File: src/rtl/mem_arbiter.sv
`default_nettype none
// ============================================================================
// Module   : mem_arbiter
// Purpose  : Shares one single-port, synchronous-read memory between the
//            core's instruction-fetch and data ports. Data wins a same-cycle
//            conflict; the fetch is replayed one cycle later while imem_wait
//            stalls the core. Read data is held stable between returns.
// Revision : 1.0 - initial release
// ============================================================================
module mem_arbiter (
  input  logic        clk,
  input  logic        reset_n,
  // instruction-fetch port
  input  logic [31:0] imem_address,
  input  logic        imem_enable,
  output logic [31:0] imem_data,
  output logic        imem_wait,
  // data port
  input  logic [31:0] dmem_address,
  input  logic        dmem_enable,
  input  logic [31:0] dmem_write_data,
  input  logic        dmem_write_enable,
  input  logic [2:0]  dmem_write_mode,
  input  logic        dmem_read_enable,
  input  logic [2:0]  dmem_read_mode,
  output logic [31:0] dmem_read_data,
  output logic        dmem_wait,
  // backing memory port
  output logic [31:0] mem_address,
  output logic [31:0] mem_write_data,
  output logic        mem_enable,
  output logic        mem_write_enable,
  output logic        mem_read_enable,
  output logic [2:0]  mem_write_mode,
  output logic [2:0]  mem_read_mode,
  input  logic [31:0] mem_read_data,
  // statistics
  output logic [31:0] conflict_count
);

  localparam logic [2:0] WORD_MODE = 3'b010;

  typedef enum logic [0:0] {IDLE = 1'b0, REPLAY = 1'b1} state_t;
  typedef enum logic [1:0] {OP_NONE = 2'd0, OP_I = 2'd1, OP_D = 2'd2} op_t;

  state_t      state, next_state;
  op_t         last_op, next_op;
  logic [31:0] pend_addr;
  logic [31:0] ihold, dhold;
  logic        dreq, ireq, conflict;

  assign dreq      = dmem_enable && (dmem_read_enable || dmem_write_enable);
  assign ireq      = imem_enable;
  assign dmem_wait = 1'b0;
  // Moore stall: high exactly while the deferred fetch is being issued.
  assign imem_wait = (state == REPLAY);

  // State, pending fetch address, return tracking, hold registers, counter.
  always_ff @(posedge clk) begin
    if (!reset_n) begin
      state          <= IDLE;
      last_op        <= OP_NONE;
      pend_addr      <= 32'd0;
      ihold          <= 32'd0;
      dhold          <= 32'd0;
      conflict_count <= 32'd0;
    end else begin
      state   <= next_state;
      last_op <= next_op;
      if (conflict) begin
        pend_addr      <= imem_address;
        conflict_count <= conflict_count + 32'd1;
      end
      if (last_op == OP_I) ihold <= mem_read_data;
      if (last_op == OP_D) dhold <= mem_read_data;
    end
  end

  // Next-state and memory-port steering; defaults leave the memory idle.
  always_comb begin
    next_state       = state;
    next_op          = OP_NONE;
    conflict         = 1'b0;
    mem_address      = 32'd0;
    mem_write_data   = 32'd0;
    mem_enable       = 1'b0;
    mem_write_enable = 1'b0;
    mem_read_enable  = 1'b0;
    mem_write_mode   = 3'b000;
    mem_read_mode    = 3'b000;
    case (state)
      IDLE: begin
        if (dreq) begin
          mem_enable       = 1'b1;
          mem_address      = dmem_address;
          mem_write_enable = dmem_write_enable;
          mem_read_enable  = dmem_read_enable;
          mem_read_mode    = dmem_read_mode;
          if (dmem_write_enable) begin
            mem_write_data = dmem_write_data;
            mem_write_mode = dmem_write_mode;
          end
          // Only a pure load has data coming back for the data port.
          next_op = (dmem_read_enable && !dmem_write_enable) ? OP_D : OP_NONE;
          if (ireq) begin
            conflict   = 1'b1;
            next_state = REPLAY;
          end
        end else if (ireq) begin
          mem_enable      = 1'b1;
          mem_address     = imem_address;
          mem_read_enable = 1'b1;
          mem_read_mode   = WORD_MODE;
          next_op         = OP_I;
        end
      end
      REPLAY: begin
        // Core is stalled here, so any new requests are ignored.
        mem_enable      = 1'b1;
        mem_address     = pend_addr;
        mem_read_enable = 1'b1;
        mem_read_mode   = WORD_MODE;
        next_op         = OP_I;
        next_state      = IDLE;
      end
      default: next_state = IDLE;
    endcase
    // Nothing reaches memory while in reset, so a pending replay is dropped.
    if (!reset_n) begin
      mem_enable       = 1'b0;
      mem_write_enable = 1'b0;
      mem_read_enable  = 1'b0;
      conflict         = 1'b0;
    end
  end

  // Returning read data goes straight out; otherwise the last value is held.
  always_comb begin
    imem_data      = (last_op == OP_I) ? mem_read_data : ihold;
    dmem_read_data = (last_op == OP_D) ? mem_read_data : dhold;
  end

endmodule
`default_nettype wire

File: config.mk
export PLATFORM = sky130hd
export DESIGN_NAME = mem_arbiter
export DESIGN_NICKNAME = d
export VERILOG_FILES = /design/src/rtl/mem_arbiter.sv
export SDC_FILE = /design/constraint.sdc
export NUM_CORES = 1
export LEC_CHECK = 0
export ABC_AREA = 1
export ABC_CLOCK_PERIOD_IN_PS = 1310
export CELL_PAD_IN_SITES_DETAIL_PLACEMENT = 1
export CELL_PAD_IN_SITES_GLOBAL_PLACEMENT = 2
export CORE_MARGIN = 4
export CORE_UTILIZATION = 18
export CTS_BUF_LIST = sky130_fd_sc_hd__clkbuf_8 sky130_fd_sc_hd__clkbuf_16
export DETAILED_ROUTE_END_ITERATION = 7
export PLACE_DENSITY = 0.76
export SKIP_LAST_GASP = 1
export SLEW_MARGIN = 0
export SYNTH_ARGS = -nofsm -noshare
export SYNTH_HDL_FRONTEND = slang
export SYNTH_SLANG_ARGS = --single-unit
File: constraint.sdc
create_clock -name clk -period 1.31 [get_ports clk]
set_input_delay 0.262 -clock clk [delete_from_list [all_inputs] [get_ports clk]]
set_output_delay 0.262 -clock clk [all_outputs]
set_load 0.03 [all_outputs]
# Word level (Yosys, flattened, before mapping)
# Index checks and enable logic that the tools add are counted.
dict set report op_classes {
  n_addsub 1
  eq_ne 2
  mux 32
  bitwise_logic 1
  reduce_logical 4
}
# cell count
set ops {}
lappend ops {{$mux W32} 7}
lappend ops {{$pmux W32 S2} 1}
lappend ops {{$add A32 B1 Y32 const B} 1}
lappend ops {{$mux W1} 12}
lappend ops {{$mux W3} 4}
lappend ops {{$mux W2} 3}
lappend ops {{$pmux W1 S2} 3}
lappend ops {{$pmux W3 S2} 1}
lappend ops {{$pmux W2 S2} 1}
lappend ops {{$eq A2 B1 Y1 const B} 1}
lappend ops {{$eq A2 B2 Y1 const B} 1}
lappend ops {{$logic_and A1 B1 Y1} 2}
lappend ops {{$logic_not A1 Y1} 1}
lappend ops {{$logic_or A1 B1 Y1} 1}
lappend ops {{$not A1 Y1} 1}
dict set report totals {
  ff_bits 131
}

# Longest topological paths before layout
dict set report depth {
  depth_word 5
  mapped_depth 11
  depth_no_buf 9
}

# Least setup slack after synthesis
# OpenSTA, ideal clock, no wires.
dict set report synth_timing {
  path_kind {register to output}
  start {register state, in the netlist imem_wait}
  end {output port mem_read_enable}
  arrival_time_ns 1.667
  required_ns 1.048
  slack_ns -0.619
  path_stages_with_launch 6
  path_buffers 3
  cell_sequence {dfxtp_1 -> buf_2 -> inv_2 -> buf_2 -> buf_2 -> a31oi_1}
}
dict set report synth_via {
  elab_chain_cells 3
}
# element line_no
set synth_rtl {}
lappend synth_rtl {{from (decl)} 46} ;# state_t state, next_state;
lappend synth_rtl {{from (signal assigned)} 68} ;# state <= next_state;
lappend synth_rtl {{$not A1 Y1} n/a}
lappend synth_rtl {{$pmux W1 S2 *} 91} ;# case (state)
lappend synth_rtl {{$mux W1 *} 129} ;# if (!reset_n) begin
lappend synth_rtl {{to (decl)} 33} ;# output logic mem_read_enable,
# Mark *: on every way between the ends. The rest lies on a longest branch, timed or not.

# Final worst setup path
dict set report layout_timing {
  start {register last_op[0]}
  end {output port imem_data[28]}
}
dict set report layout_via {
  elab_chain_cells 2
}
# element line_no
set layout_rtl {}
lappend layout_rtl {{from (decl)} 47} ;# op_t last_op, next_op;
lappend layout_rtl {{from (signal assigned)} 69} ;# last_op <= next_op;
lappend layout_rtl {{$eq A2 B1 Y1} 139} ;# imem_data = (last_op == OP_I) ? mem_read_data : ihold;
lappend layout_rtl {{$mux W32} n/a}
lappend layout_rtl {{to (decl)} 16} ;# output logic [31:0] imem_data,
# Every way passes these cells.

==> summary.txt <==
Outcome
  – Status: finished, violations left
  – Failing checks: negative setup slack

Setup path
  – Cell count along the critical path: 6
  – Slowest-stage cell, CP: dfxtp_2
  – Top delay family on crit path: buffers and inverters
  – Slowest Stage Delay on Critical Path: 400 ps
  – R2R Setup Slk: -370 ps
  – Worst r2r dst: conflict_count[11]
  – Worst EP required: 1050 ps
  – Critical path buffers and inverters: 4
  – Crit-path most repeated cell: buf_6
  – Crit-path cells: buf_6 > nand2_8 > clkbuf_16 > o21ai_4 > inv_2 > buf_6
  – Crit-path max FO: 8
  – Critical Path Start Type: register
  – Arr. time, crit path: 1680 ps
  – WS Path Type: reg -> out
  – Crit. End Element: primary output
  – Reg-to-Reg Start: imem_wait
  – Worst reg2reg path depth: 10

Global route
  – First-pass GRT wire length: 53.99 mm
  – Grt ovf: 0
  – Initial antenna violation count: 4
  – Largest net degree at the start of global routing: 42
  – Number of global-route vias before repair: 9699
  – All-Layer GR Usage: 16.50%

Synth
  – Mapped Cells: 1099
  – Post-synthesis sequential area ratio: 39.04%
  – Synth Register Bits: 131
  – Yosys cell types: 30
  – YS warnings: 0
  – Avg Inst Size Synth: 6.113 um2
  – Area leader, netlist: dfxtp_1
  – Yosys top cell area share: 39.04%
  – Synth Cell Area: 6718 um2
  – Largest cells by area after synthesis: dfxtp_1 39%, nor2_1 15%, inv_1 12%, nand2_1 10%, o21ai_0 8.0%
  – Syn nets: 1240

Clocking
  – Clock Latency Late Sink: 420 ps
  – Clock sink count: 131
  – Clk buf depth: 2
  – TritonCTS clock tree: yes
  – Reg clk slew, reported paths: 70 ps
  – Root buffer cell: clkbuf_16
  – H-tree depth reported by CTS: 4
  – CTS hold repair buffers: 0
  – CTS Buf Count: 17

Timing
  – Worst Clk Skew: 8.782 ps
  – Max Clk Rate: 0.5147 GHz
  – Min Tclk post-route: 1943 ps
  – RSZ-0062 raised after global routing: true
  – Worst hold slack: 170.6 ps
  – Final worst setup slack: -632.9 ps
  – Final hold vios: 0
  – Final setup vio count: 214
  – Final Max Tran Viols: 0
  – Final Cycle Share: 148.3%

Routing
  – DR iter-0 viols: 255
  – WL final: 37.75 mm
  – ANT nets after route: 0
  – Via count: 9144
  – Avg Vias per Cell: 4.291
  – Post-detailed-route wirelength per cell: 17.72 um
  – DRC errors left: 0
  – DRT Pass-1 Iters: 4

Layout
  – Layout Cell Area excl Fill: 16780 um2
  – Layout cell share with drive strength beyond 1: 58.25%
  – Most frequent cells in the layout: 198 x buf_6, 175 x buf_4, 164 x nor2_1, 137 x inv_1, 134 x clkdlybuf4s50_1
  – Most common cell after layout, fill and taps aside: buf_6
  – Final #Nets: 1788
  – Layout area overhead: 149.8%
  – Final std cells w/o fill: 2131

Place
  – PortBufs: 309
  – Post-DP HPWL: 24.29 mm
  – Dpl cells: 2022
  – Post-place instance area: 12680 um2
  – Final Wtd Congestion: 0.7892

Min path
  – Min-Delay Path Class: in -> reg
  – Min-Delay Endpoint: last_op[1]
  – Cells on Worst Hold Path: 3
  – Hold_sp: dmem_write_enable

Floorplan
  – Die width: 201.2 um
  – Core ar.: 36700 um2
  – Die area: 40480 um2
  – Initial core utilization: 18.31%
  – Die Ht: 201.2 um
  – Num rows: 70
  – I/O pin count: 311

Flow run
  – Max-capacitance violation count: 0

Power and ir drop
  – Peak VDD IR: 0.8305 mV
  – Lkg Pwr: 7.165 nW
  – Power Dens Cells: 842.2 nW/um2
[power breakdown]
part / leakage, nW / internal, mW / switching (mW)
combinational: 5.81 / 2.42 / 2.68
clock: 0.267 / 2.67 / 2.15
sequential: 1.09 / 4.12 / 0.0994
[per-layer routing]
layer | routed length, um | vias up | GRT usage (%)
li1 | - | 4448 | -
met1 | 15670 | 4442 | 20.15
met2 | 19780 | 212 | 29.80
met3 | 1433 | 42 | 3.110
met4 | 865 | 0 | 4.346
met5 | 0 | - | 0
[flip-flops by register name (all words and copies together), names as in the netlist]
name / flops
conflict_count: 32
dhold: 32
ihold: 32
imem_wait: 1
last_op: 2
pend_addr: 32
[worst reg2reg max path: stages (launching register included)]
cell	delay, ps
dfxtp_4	380
clkinv_8	90
buf_6	110
buf_6	100
nand2_4	60
nor2_8	170
nand2_8	140
nor2_4	270
nand2_2	90
o21ai_1	130
nor2_1	50
[cells by family after synthesis]
kind of cell	share of synthesized area, %
compound gates	14.06
flops	39.04
fa+ha+maj	0.1862
xor+xnor	0.3912
simple gates	30.69
buf+inv	15.57
other cells	0.05582
[cells in the mapped netlist, drive strengths merged]
cell / number
inv: 209
nand3: 30
nand4: 11
a31oi: 1
a21oi: 79
nor3: 2
clkbuf: 27
nor2: 277
or2: 1
buf: 28
dfxtp: 131
o21ai: 107
o31ai: 1
xnor2: 1
xor2: 2
conb: 1
ha: 1
nand2: 188
nand3b: 2
[area by class of cell]
| type | instances | area (um2) |
|---|---|---|
| Antenna cell | 3 | 7.507 |
| Timing Repair Buffer | 579 | 6267 |
| Clock buffer | 17 | 425.4 |
| Multi-Input combinational cell | 709 | 5784 |
| Clock inverter | 15 | 147.6 |
| Tap cell | 468 | 585.6 |
| Sequential cell | 131 | 2705 |
| Inverter | 209 | 857.1 |
| Fill cell | 4167 | 19920 |
[what timing repair did]
item / CTS / global route
gates cloned: 10 / 16
gates resized for setup: 382 / 438
pin swaps: 26 / 84
setup buffers: 29 / 46
setup endpoints to repair: 284 / 268
[through the flow]
| step | total power, mW | util, % | setup slack, ps | setup TNS (ps) |
|---|---|---|---|---|
| after floorplan | 6.293 | - | -208.0 | -11390 |
| after global placement | 7.979 | 34.56 | -698.4 | -111380 |
| after detailed placement | 8.039 | 34.56 | -756.8 | -116730 |
| after CTS | 13.57 | 40.13 | -623.1 | -97970 |
| after global routing | 14.74 | 45.72 | -697.6 | -107300 |
| final | 14.13 | 45.72 | -632.9 | -92650 |
[worst max-delay path by stage]
stage / from / endpoint / slack, ps
after global placement: last_op[1] / dmem_read_data[29] / -700
after CTS: last_op[1] / dmem_read_data[6] / -620
final: last_op[0] / imem_data[28] / -630
after detailed placement: dmem_enable / conflict_count[7] / -760
after global routing: last_op[0] / imem_data[28] / -700
after floorplan: imem_wait / mem_write_data[10] / -210
Power figures use the tool's default switching activity.
